[src/rtl/gray_step_monitor.sv]
// rtl/gray_step_monitor.sv - checks each gray-counter step against its enable and tracks hazards
module gray_step_monitor #(
  parameter int M     = 3,
  parameter int ERR_W = 8
) (
  input  logic             clk,
  input  logic             rst_n,
  input  logic             enable,
  input  logic [M-1:0]     gray_code,
  input  logic             clear,
  output logic [M-1:0]     bin_code,
  output logic             hazard,
  output logic [1:0]       hazard_type,
  output logic             hazard_sticky,
  output logic [ERR_W-1:0] hazard_count,
  output logic [1:0]       state
);

  localparam logic [1:0] ST_INIT  = 2'b00;
  localparam logic [1:0] ST_TRACK = 2'b01;
  localparam logic [1:0] ST_FAULT = 2'b10;

  localparam logic [1:0] T_LEGAL  = 2'b00;
  localparam logic [1:0] T_UNEXP  = 2'b01;
  localparam logic [1:0] T_MULTI  = 2'b10;
  localparam logic [1:0] T_WRONG  = 2'b11;

  localparam logic [ERR_W-1:0] COUNT_MAX = {ERR_W{1'b1}};

  function automatic logic [M-1:0] gray2bin(input logic [M-1:0] g);
    logic [M-1:0] b;
    b[M-1] = g[M-1];
    for (int i = M - 2; i >= 0; i--) begin
      b[i] = b[i+1] ^ g[i];
    end
    return b;
  endfunction

  logic [M-1:0] prev_gray;
  logic         en_d;
  logic [M-1:0] diff;
  logic         multi_flip;
  logic [1:0]   step_type;

  // Clearing the lowest set bit leaves something only when two or more bits flipped.
  always_comb begin
    diff       = gray_code ^ prev_gray;
    multi_flip = (diff & (diff - M'(1))) != '0;
    step_type  = T_LEGAL;
    if (!en_d && diff != '0) begin
      step_type = T_UNEXP;
    end else if (multi_flip) begin
      step_type = T_MULTI;
    end else if (en_d && gray2bin(gray_code) != gray2bin(prev_gray) + M'(1)) begin
      step_type = T_WRONG;
    end
  end

  always_ff @(posedge clk or negedge rst_n) begin
    if (!rst_n) begin
      prev_gray     <= '0;
      en_d          <= 1'b0;
      bin_code      <= '0;
      hazard        <= 1'b0;
      hazard_type   <= T_LEGAL;
      hazard_sticky <= 1'b0;
      hazard_count  <= '0;
      state         <= ST_INIT;
    end else begin
      prev_gray <= gray_code;
      en_d      <= enable;
      bin_code  <= gray2bin(gray_code);

      if (clear) begin
        hazard        <= 1'b0;
        hazard_type   <= T_LEGAL;
        hazard_sticky <= 1'b0;
        hazard_count  <= '0;
        state         <= ST_INIT;
      end else begin
        case (state)
          ST_TRACK, ST_FAULT: begin
            hazard_type <= step_type;
            hazard      <= (step_type != T_LEGAL);
            if (step_type != T_LEGAL) begin
              hazard_sticky <= 1'b1;
              state         <= ST_FAULT;
              if (hazard_count != COUNT_MAX) begin
                hazard_count <= hazard_count + ERR_W'(1);
              end
            end
          end
          // INIT only primes prev_gray; the unused encoding also recovers here.
          default: begin
            hazard      <= 1'b0;
            hazard_type <= T_LEGAL;
            state       <= ST_TRACK;
          end
        endcase
      end
    end
  end

endmodule

[config.mk]
export PLATFORM = sky130hd
export DESIGN_NAME = gray_step_monitor
export DESIGN_NICKNAME = d
export VERILOG_FILES = /design/src/rtl/gray_step_monitor.sv
export SDC_FILE = /design/constraint.sdc
export NUM_CORES = 1
export LEC_CHECK = 0
export ABC_CLOCK_PERIOD_IN_PS = 5590
export CELL_PAD_IN_SITES_DETAIL_PLACEMENT = 1
export CELL_PAD_IN_SITES_GLOBAL_PLACEMENT = 1
export CORE_AREA = 4 4 57 59
export CTS_BUF_LIST = sky130_fd_sc_hd__clkbuf_16
export DETAILED_ROUTE_END_ITERATION = 16
export DIE_AREA = 0 0 61 63
export PLACE_DENSITY_LB_ADDON = 0.25
export SYNTH_ARGS = -nofsm -noshare
export SYNTH_HDL_FRONTEND = slang
export SYNTH_SLANG_ARGS = --single-unit
[constraint.sdc]
create_clock -name clk -period 5.59 [get_ports clk]
set_input_delay 1.118 -clock clk [delete_from_list [all_inputs] [get_ports clk]]
set_output_delay 1.118 -clock clk [all_outputs]
set_load 0.03 [all_outputs]
# --- Word-level counts from Yosys, hierarchy flattened ---
# Index checks and enable logic that the tools add are counted.
# W data, S select, Z words.
totals:
  wordCells: 51
  ff_bits: 21
  output_inout_bits: 17
  in_bits: 7
op_classes:
  eq_ne: 5
  n_reduce_logical: 12
  bitwise: 6
  addsub: 3
  mux: 17
ops:
  columns: ["operator", "count"]
  rows:
  - ["$mux W8", 4]
  - ["$mux W2", 8]
  - ["$add A8 B1 Y8 const B", 1]
  - ["$ne A8 B8 Y1 const B", 1]
  - ["$reduce_bool A2 Y1", 4]
  - ["$reduce_bool A3 Y1", 2]
  - ["$mux W1", 5]
  - ["$xor A1 B1 Y1", 4]
  - ["$add A3 B1 Y3 const B", 1]
  - ["$and A3 B3 Y3", 1]
  - ["$ne A3 B3 Y1", 1]
  - ["$ne A3 B3 Y1 const B", 1]
  - ["$reduce_and A3 Y1", 1]
  - ["$sub A3 B1 Y3 const B", 1]
  - ["$xor A3 B3 Y3", 1]
  - ["$eq A2 B1 Y1 const B", 1]
  - ["$eq A2 B2 Y1 const B", 1]
  - ["$logic_and A1 B1 Y1", 2]
  - ["$reduce_and A2 Y1", 1]
  - ["$reduce_or A2 Y1", 1]
  - ["$logic_not A1 Y1", 1]

# --- Logic depth before layout (Yosys ltp) ---
# Gate-level depths: netlist of run 1.
depth:
  word_depth: 12
  ltp_mapped: 7
  mapped_depth_nobuf: 6

# --- Worst setup path before layout of run 1 ---
# Ideal clock, no wire load.
synth_timing:
  path_kind: "input -> register"
  start: "input port gray_code[1]"
  end: "register hazard_count[4]"
  arrival_time_ns: 2.682
  setup_time_ns: 0.125
  setup_slack_ns: 2.782
  path_stages: 7
  path_buffers: 2
  required_time_ns: 5.465
  cell_sequence: "buf_6 or4b_1 o22ai_1 o221a_1 buf_6 nor3b_1 mux2_4"
synth_between:
  elab_chain_cells: 10
  word_cells_on_any_way: 16
  cone_classes: "add/sub: 1; eq/ne: 1; mux: 3; bitwise: 4; reduce/logical: 7"
synth_rtl:
  columns: ["item", "line", "rtl"]
  rows:
  - ["from (decl)", "9", "input logic [M-1:0] gray_code,"]
  - ["parallel branches: the longest is 6 deep, another holds $sub A3 B1 Y3", null, null]
  - ["$mux W2 (*)", "50", "if (!en_d && diff != '0) begin"]
  - ["$reduce_bool A2 Y1 (*)", "85", "if (step_type != T_LEGAL) begin"]
  - ["$reduce_bool A2 Y1 (no source line) (*)", null, null]
  - ["$reduce_and A3 Y1 (no source line) (*)", null, null]
  - ["to (signal assigned)", "89", "hazard_count <= hazard_count + ERR_W'(1);"]
  - ["to (decl)", "15", "output logic [ERR_W-1:0] hazard_count,"]
# Mark *: on every way between the ends.
# A chain may end at the register's enable or synchronous reset.

# --- Worst setup path after layout of run 1 ---
layout_timing:
  start: "input port gray_code[1]"
  end: "register hazard_count[2]"
# The elaborated chain is that of the path after synthesis.

==> out/results.md, run 1 <==
| Quantity | Value | Unit |
|---|---|---|
| Aggregate routed wire length | 2440 | um |
| Unrepaired setup endpoints after global routing | no | - |
| Antenna violations before repair | 0 | - |
| Sink Count | 20 | - |
| Final clock skew | 4.70 | ps |
| H-tree Lvls | 1 | - |
| Number of placed instances, taps included | 150 | - |
| Number of buffers on the longest clock path | 2 | - |
| Number of vias after detailed routing | 840 | - |
| Syn_nets | 110 | - |
| # IOs | 24 | - |
| Average wire length per cell after detail routing | 15.9 | um |
| Initial DRC Count | 22 | - |
| Required time at the worst-slack endpoint | 5730 | ps |
| Final sum of negative setup slack | 0 | ps |
| Critical Path Start Type | primary input | - |
| Max capacitance violation total | 0 | - |
| Number of nets with antenna violations after routing | 0 | - |
| Fraction of the yosys area taken by sequential cells | 46.5 | % |
| Post-cts sizing count | 0 | - |
| Worst supply voltage drop on vdd | 0.152 | mV |
| Num CTS Buffers | 3 | - |
| Result of the run | finished clean | - |
| Residual overflow from global routing | 0 | - |
| Startpoint of the tightest hold check path | hazard_count[6] | - |
| Register clock-pin slew on the reported worst setup and hold paths | 60 | ps |
| Slew of the pin with the lowest slew margin | 912 | ps |
| Multi-input logic area | 522 | um^2 |
| R2R Setup Slk | 3340 | ps |
| Final core area utilization | 51.0 | % |
| Non-filler cells in the finished layout | 154 | - |
| Power density over cell area | 285 | nW/um^2 |
| Cell area after technology mapping | 1080 | um^2 |
| Synth Flop Type | sky130_fd_sc_hd__dfrtp_1 | - |
| Fraction of final layout cells sized beyond drive strength 1 | 7.32 | % |
| Average size of a mapped cell | 10.6 | um^2 |
| FILL cells | 304 | - |
| Destination of the worst register-to-register timing path | hazard_count[2] | - |
| Final hold violation count | 0 | - |
| Gate count of the mapped netlist | 102 | - |
| EDFF count, synth | 0 | - |
| Logic depth of the worst register-to-register path | 5 | - |
| Finish-stage setup viols | 0 | - |
| Highest clock frequency the design can meet | 303 | MHz |
| Number of distinct library cells after synthesis | 41 | - |
| Global-route wire length before repair | 4220 | um |
| Hold depth | 1 | - |
| Input/output buffers | 23 | - |
| Die footprint | 3840 | um^2 |
| Core region area | 2710 | um^2 |
| Clk_lat worst skew | 250 | ps |
| Rel. slew slack | 39.0 | % |
| Detailed placement HPWL | 1790 | um |
| Final worst-path cycle share | 59.0 | % |
| Core Rows | 19 | - |
| Post-cts hold buffer count | 0 | - |
| CP endpoint kind | flip-flop | - |
| Clock root buffer | sky130_fd_sc_hd__clkbuf_16 | - |
| Worst EP arrival | 3440 | ps |
| Clock tree from TritonCTS | done | - |
| Top post-synthesis cells by area | sky130_fd_sc_hd__dfrtp_1 (46%), sky130_fd_sc_hd__mux2_4 (4.2%), sky130_fd_sc_hd__nor2b_1 (3.5%), sky130_fd_sc_hd__xnor2_1 (3.3%), sky130_fd_sc_hd__a21oi_1 (2.3%) | - |
| Leakage power of the design | 0.553 | nW |
| Last weighted congestion value of the routability-driven placer | 0.812 | - |
| Layout net count | 132 | - |
| P&R area growth vs syn | 28.2 | % |
| Number of slew-limit violations in the final report | 0 | - |
| Synth warn | 0 | - |
| Count of antenna diodes in the layout | 0 | - |
| Final critical-path required period | 3300 | ps |
| Pre-Repair DR Iteration Count | 2 | - |
| Height of the die | 63 | um |
| Remaining routing DRC violations | 0 | - |
| Hold Path Class | flip-flop to flip-flop | - |
| Capture endpoint of the worst hold path | hazard_count[6] | - |
| Routed vias/inst | 5.45 | - |
| Overall Global Routing Usage | 14.5 | % |
| Share of synthesized registers carrying an async set or reset | 100 | % |
| Tightest hold margin | 555 | ps |
| Starting density of the core | 39.8 | % |
| Pin count of the biggest net entering global routing | 21 | - |
| Floorplan die width | 61 | um |
| Max FO, Critical Path | 10 | - |
| Number of setup buffers added after CTS | 0 | - |
| Type of the worst setup path | primary input to flip-flop | - |
| Fraction of post-synthesis cell area in the top cell type by area | 46.5 | % |
| Via count of the first global-routing pass | 874 | - |
| Top cell type by total area after synthesis | sky130_fd_sc_hd__dfrtp_1 | - |
| Combined flip-flop and latch cell area | 500 | um^2 |
| R2R Path Start | prev_gray[1] | - |
| Register bit count reported by yosys | 20 | - |
## synthesized netlist by cell type (all sizes together) (2+ instances only)
cell type and n:
xnor2 4, nand4 2, nor2 5, buf 5, nor3b 3, xor2 2
o31ai 2, a21oi 5, a211oi 2, nand2 5, inv 3, o21ai 3
dfrtp 20, o22ai 2, nor2b 6, nand3 4, and3 4, mux2 3
or4 2
## state kept, by name (all words and copies together), names as in the netlist
signal         cells
hazard_count       8
bin_code           3
hazard_type        2
prev_gray          2
state              2
en_d               1
hazard             1
hazard_sticky      1
## metal layers
| layer | up-vias | share of wire, % | GRT usage, % |
|---|---|---|---|
| met5 | - | 0 | 0 |
| met4 | 0 | 0.90 | 5.69 |
| met3 | 2 | 4.3 | 3.10 |
| met2 | 15 | 50 | 23.1 |
| met1 | 404 | 45 | 18.6 |
| li1 | 419 | - | - |
## metrics by stage
stage          cell area [um^2]  worst slack (ps)  power [W]
2_1_floorplan              1080              2780   0.000218
3_3_place_gp               1300              2070   0.000248
3_5_place_dp               1300              2000   0.000250
4_1_cts                    1380              2270   0.000400
5_1_grt                    1380              2110   0.000414
6_report                   1380              2290   0.000393
## how the worst max path moves through the flow
stage,startpoint,endpoint,slack (ps),cells past startpoint
2_1_floorplan,gray_code[1],hazard_count[4],2780,7
3_3_place_gp,gray_code[1],hazard_count[2],2070,6
3_5_place_dp,gray_code[1],hazard_count[2],2000,6
4_1_cts,gray_code[1],hazard_count[2],2270,6
5_1_grt,gray_code[1],hazard_count[4],2110,6
6_report,gray_code[1],hazard_count[2],2290,6
## worst max-delay path, stage by stage
cell                              delay [ps]
sky130_fd_sc_hd__clkdlybuf4s50_1         570
sky130_fd_sc_hd__or4b_1                  590
sky130_fd_sc_hd__o22ai_1                 290
sky130_fd_sc_hd__o221a_1                 450
sky130_fd_sc_hd__nor3b_1                 120
sky130_fd_sc_hd__mux2_4                  300
## kinds of logic (layout without fill, tap and decap cells)
logic type               after synthesis  after routing  share of synthesized area (%)
AND/OR/NAND/NOR                       39             39                           21.1
AO/OA/AOI/OAI                         23             23                           16.1
flip-flops                            20             20                           46.5
buffers and inverters                  9             30                           5.11
XOR/XNOR                               6              6                           4.88
multiplexers                           3              3                           4.18
adder cells (fa/ha/maj)                2              2                           2.09
## cell type report
| type | count | share of cell area (%) |
|---|---|---|
| Clock buffer | 3 | 5.43 |
| Clock inverter | 1 | 0.272 |
| Tap cell | 31 | 2.81 |
| Timing Repair Buffer | 23 | 16.7 |
| Multi-Input combinational cell | 73 | 37.8 |
| Inverter | 3 | 0.815 |
| Sequential cell | 20 | 36.2 |
## power by group
group	internal [W]	switching, W
clock network	0.0000952	0.0000505
registers	0.000155	0.00000762
logic	0.0000329	0.0000525
## cell usage in the layout, fill, tap and decap left out, types with 2 or more instances in the layout
cell	n
sky130_fd_sc_hd__o22ai_1	2
sky130_fd_sc_hd__nand2_1	5
sky130_fd_sc_hd__nand4_1	2
sky130_fd_sc_hd__or4_1	2
sky130_fd_sc_hd__o31ai_1	2
sky130_fd_sc_hd__o21ai_0	3
sky130_fd_sc_hd__and3_1	4
sky130_fd_sc_hd__clkdlybuf4s50_1	23
sky130_fd_sc_hd__nand3_1	4
sky130_fd_sc_hd__xnor2_1	4
sky130_fd_sc_hd__nor2_1	5
sky130_fd_sc_hd__inv_1	3
sky130_fd_sc_hd__clkbuf_16	3
sky130_fd_sc_hd__mux2_4	3
sky130_fd_sc_hd__nor2b_1	6
sky130_fd_sc_hd__a21oi_1	5
sky130_fd_sc_hd__a211oi_1	2
sky130_fd_sc_hd__dfrtp_1	20
sky130_fd_sc_hd__xor2_1	2
sky130_fd_sc_hd__nor3b_1	3
No activity file was read; power rests on OpenSTA's default activity.
==> run 2, diff against run 1 <==
- ABC_CLOCK_PERIOD_IN_PS: 5590 -> 3000
- CORE_AREA: 4 4 57 59 -> 4 4 62 64
- DIE_AREA: 0 0 61 63 -> 0 0 66 68
- clock period: 5.59 -> 3 ns (I/O delays scaled with it)
==> run 2 against run 1 <==
Largest cell class unchanged. Flip-flop and latch count is the same. Worst hold slack lost 7.3 ps. Highest routed layer unchanged. Register-to-register slack lost 2600 ps. Clock skew shrank 1.2 ps. Global-route usage shrank 1.0 points. Core utilization shrank 7.4 points. Sequential share of layout area shrank 1.2 points.
==> out/results.md, run 2 (synthesis gave the netlist of run 1 again) <==
| Quantity | Value | Unit |
|---|---|---|
| Register with the most flip-flops | hazard_count | - |
| Pre-Repair DR Iteration Count | 4 | - |
| Global-route wire length before repair | 4570 | um |
| Leakage power of the design | 0.572 | nW |
| Commonest cells after routing, fill and taps aside | sky130_fd_sc_hd__clkdlybuf4s50_1 (23), sky130_fd_sc_hd__dfrtp_1 (20), sky130_fd_sc_hd__nor2b_1 (6) | - |
| Final hold violation count | 0 | - |
| Height of the die | 68 | um |
| P&R area growth vs syn | 32.8 | % |
| Worst-case setup slack after placement | 48.5 | ps |
| Post-cts sizing count | 0 | - |
| Required time at the worst-slack endpoint | 3130 | ps |
| Register clock-pin slew on the reported worst setup and hold paths | 60 | ps |
| Max capacitance violation total | 0 | - |
| Slew of the pin with the lowest slew margin | 931 | ps |
| Final sum of negative setup slack | 0 | ps |
| Hold Path Class | flip-flop to flip-flop | - |
| Core Rows | 21 | - |
| Result of the run | finished clean | - |
| Remaining routing DRC violations | 0 | - |
| Die footprint | 4490 | um^2 |
| Fraction of final layout cells sized beyond drive strength 1 | 10.2 | % |
| Input/output buffers | 23 | - |
| CP endpoint kind | flip-flop | - |
| Number of vias after detailed routing | 881 | - |
| Unrepaired setup endpoints after global routing | no | - |
| Type of the worst setup path | primary input to flip-flop | - |
| Tightest hold margin | 548 | ps |
| Clock root buffer | sky130_fd_sc_hd__clkbuf_16 | - |
| Aggregate routed wire length | 2670 | um |
| Initial DRC Count | 21 | - |
| Rel. slew slack | 37.7 | % |
| Final Worst Setup Slack | 230 | ps |
| H-tree Lvls | 1 | - |
| Num CTS Buffers | 3 | - |
| Routed vias/inst | 5.09 | - |
| Count of antenna diodes in the layout | 0 | - |
| Layout net count | 136 | - |
| Number of setup buffers added after CTS | 0 | - |
| Number of placed instances, taps included | 169 | - |
| Last weighted congestion value of the routability-driven placer | 0.733 | - |
| Post-cts hold buffer count | 0 | - |
| Final worst-path cycle share | 92.3 | % |
| Clk_lat worst skew | 250 | ps |
| Registers with the highest flip-flop counts | hazard_count (8), bin_code (3) | - |
| Overall Global Routing Usage | 13.5 | % |
| Pin count of the biggest net entering global routing | 21 | - |
| Number of flip-flops in the largest register | 8 | - |
| Residual overflow from global routing | 0 | - |
| Starting density of the core | 32.8 | % |
| Non-filler cells in the finished layout | 173 | - |
| Final clock skew | 3.51 | ps |
| FILL cells | 372 | - |
| Critical Path Start Type | primary input | - |
| Antenna violations before repair | 0 | - |
| Number of buffers on the longest clock path | 2 | - |
| Number of nets with antenna violations after routing | 0 | - |
| Average wire length per cell after detail routing | 15.4 | um |
| Final critical-path required period | 2770 | ps |
| Core region area | 3280 | um^2 |
| Most common library cell in the layout ignoring fill and taps | sky130_fd_sc_hd__clkdlybuf4s50_1 | - |
| Floorplan die width | 66 | um |
| Clock tree from TritonCTS | done | - |
| Sink Count | 20 | - |
| Worst EP arrival | 2900 | ps |
| Number of slew-limit violations in the final report | 0 | - |
| Max FO, Critical Path | 10 | - |
| Multi-input logic area | 522 | um^2 |
| Worst supply voltage drop on vdd | 0.186 | mV |
| Highest clock frequency the design can meet | 361 | MHz |
| # IOs | 24 | - |
| Combined flip-flop and latch cell area | 500 | um^2 |
| Finish-stage setup viols | 0 | - |
| Via count of the first global-routing pass | 933 | - |
| Power density over cell area | 518 | nW/um^2 |
## run 2: per-layer routing
| metal | routed length (um) | GRT usage, % | part of all wire, % | vias up |
|---|---|---|---|---|
| met2 | 1250 | 21.3 | 47 | 16 |
| met4 | 21 | 5.84 | 0.79 | 0 |
| met1 | 1290 | 17.7 | 48 | 435 |
| li1 | - | - | - | 428 |
| met5 | 0 | 0 | 0 | - |
| met3 | 109 | 3.12 | 4.1 | 2 |
## run 2: worst paths after layout
| kind | start | endpoint | slack (ps) | depth (start not counted) |
|---|---|---|---|---|
| max | gray_code[1] | hazard_count[5] | 230 | 6 |
| min | hazard_sticky | hazard_sticky | 550 | 2 |
| max reg2reg | prev_gray[1] | hazard_count[5] | 750 | 5 |
| min reg2reg | hazard_sticky | hazard_sticky | 550 | 2 |
| max in group asynchronous | rst_n | hazard_sticky | 1560 | 1 |
| min in group asynchronous | rst_n | hazard_count[3] | 880 | 1 |
## run 2: through the flow
stage          utilization, %  area [um^2]  total power (W)
4_1_cts                  43.5         1430         0.000749
6_report                 43.5         1430         0.000741
3_3_place_gp             41.1         1350         0.000469
5_1_grt                  43.5         1430         0.000782
2_1_floorplan               -         1080         0.000407
3_5_place_dp             41.1         1350         0.000473
## run 2: power by group
part	leakage (nW)	internal, W	total [W]	switching [W]
clock	0.0385	0.000177	0.000273	0.0000955
sequential	0.261	0.000288	0.000303	0.0000143
combinational	0.273	0.0000646	0.000165	0.000100
total	0.572	0.000530	0.000741	0.000210
## run 2: layout make-up
type / instances / share of cell area (%)
multi-input cells: 73 / 36.5
inverters: 3 / 0.787
flip-flops and latches: 20 / 35.0
well taps: 46 / 4.02
repair buffers: 27 / 18.2
clock buffers: 3 / 5.25
clock inverters: 1 / 0.262
## run 2: critical path, stage by stage
cell	delay, ps
sky130_fd_sc_hd__clkdlybuf4s50_1	570
sky130_fd_sc_hd__or4b_1	600
sky130_fd_sc_hd__o22ai_1	220
sky130_fd_sc_hd__o221a_1	460
sky130_fd_sc_hd__nor3b_1	130
sky130_fd_sc_hd__mux2_4	320
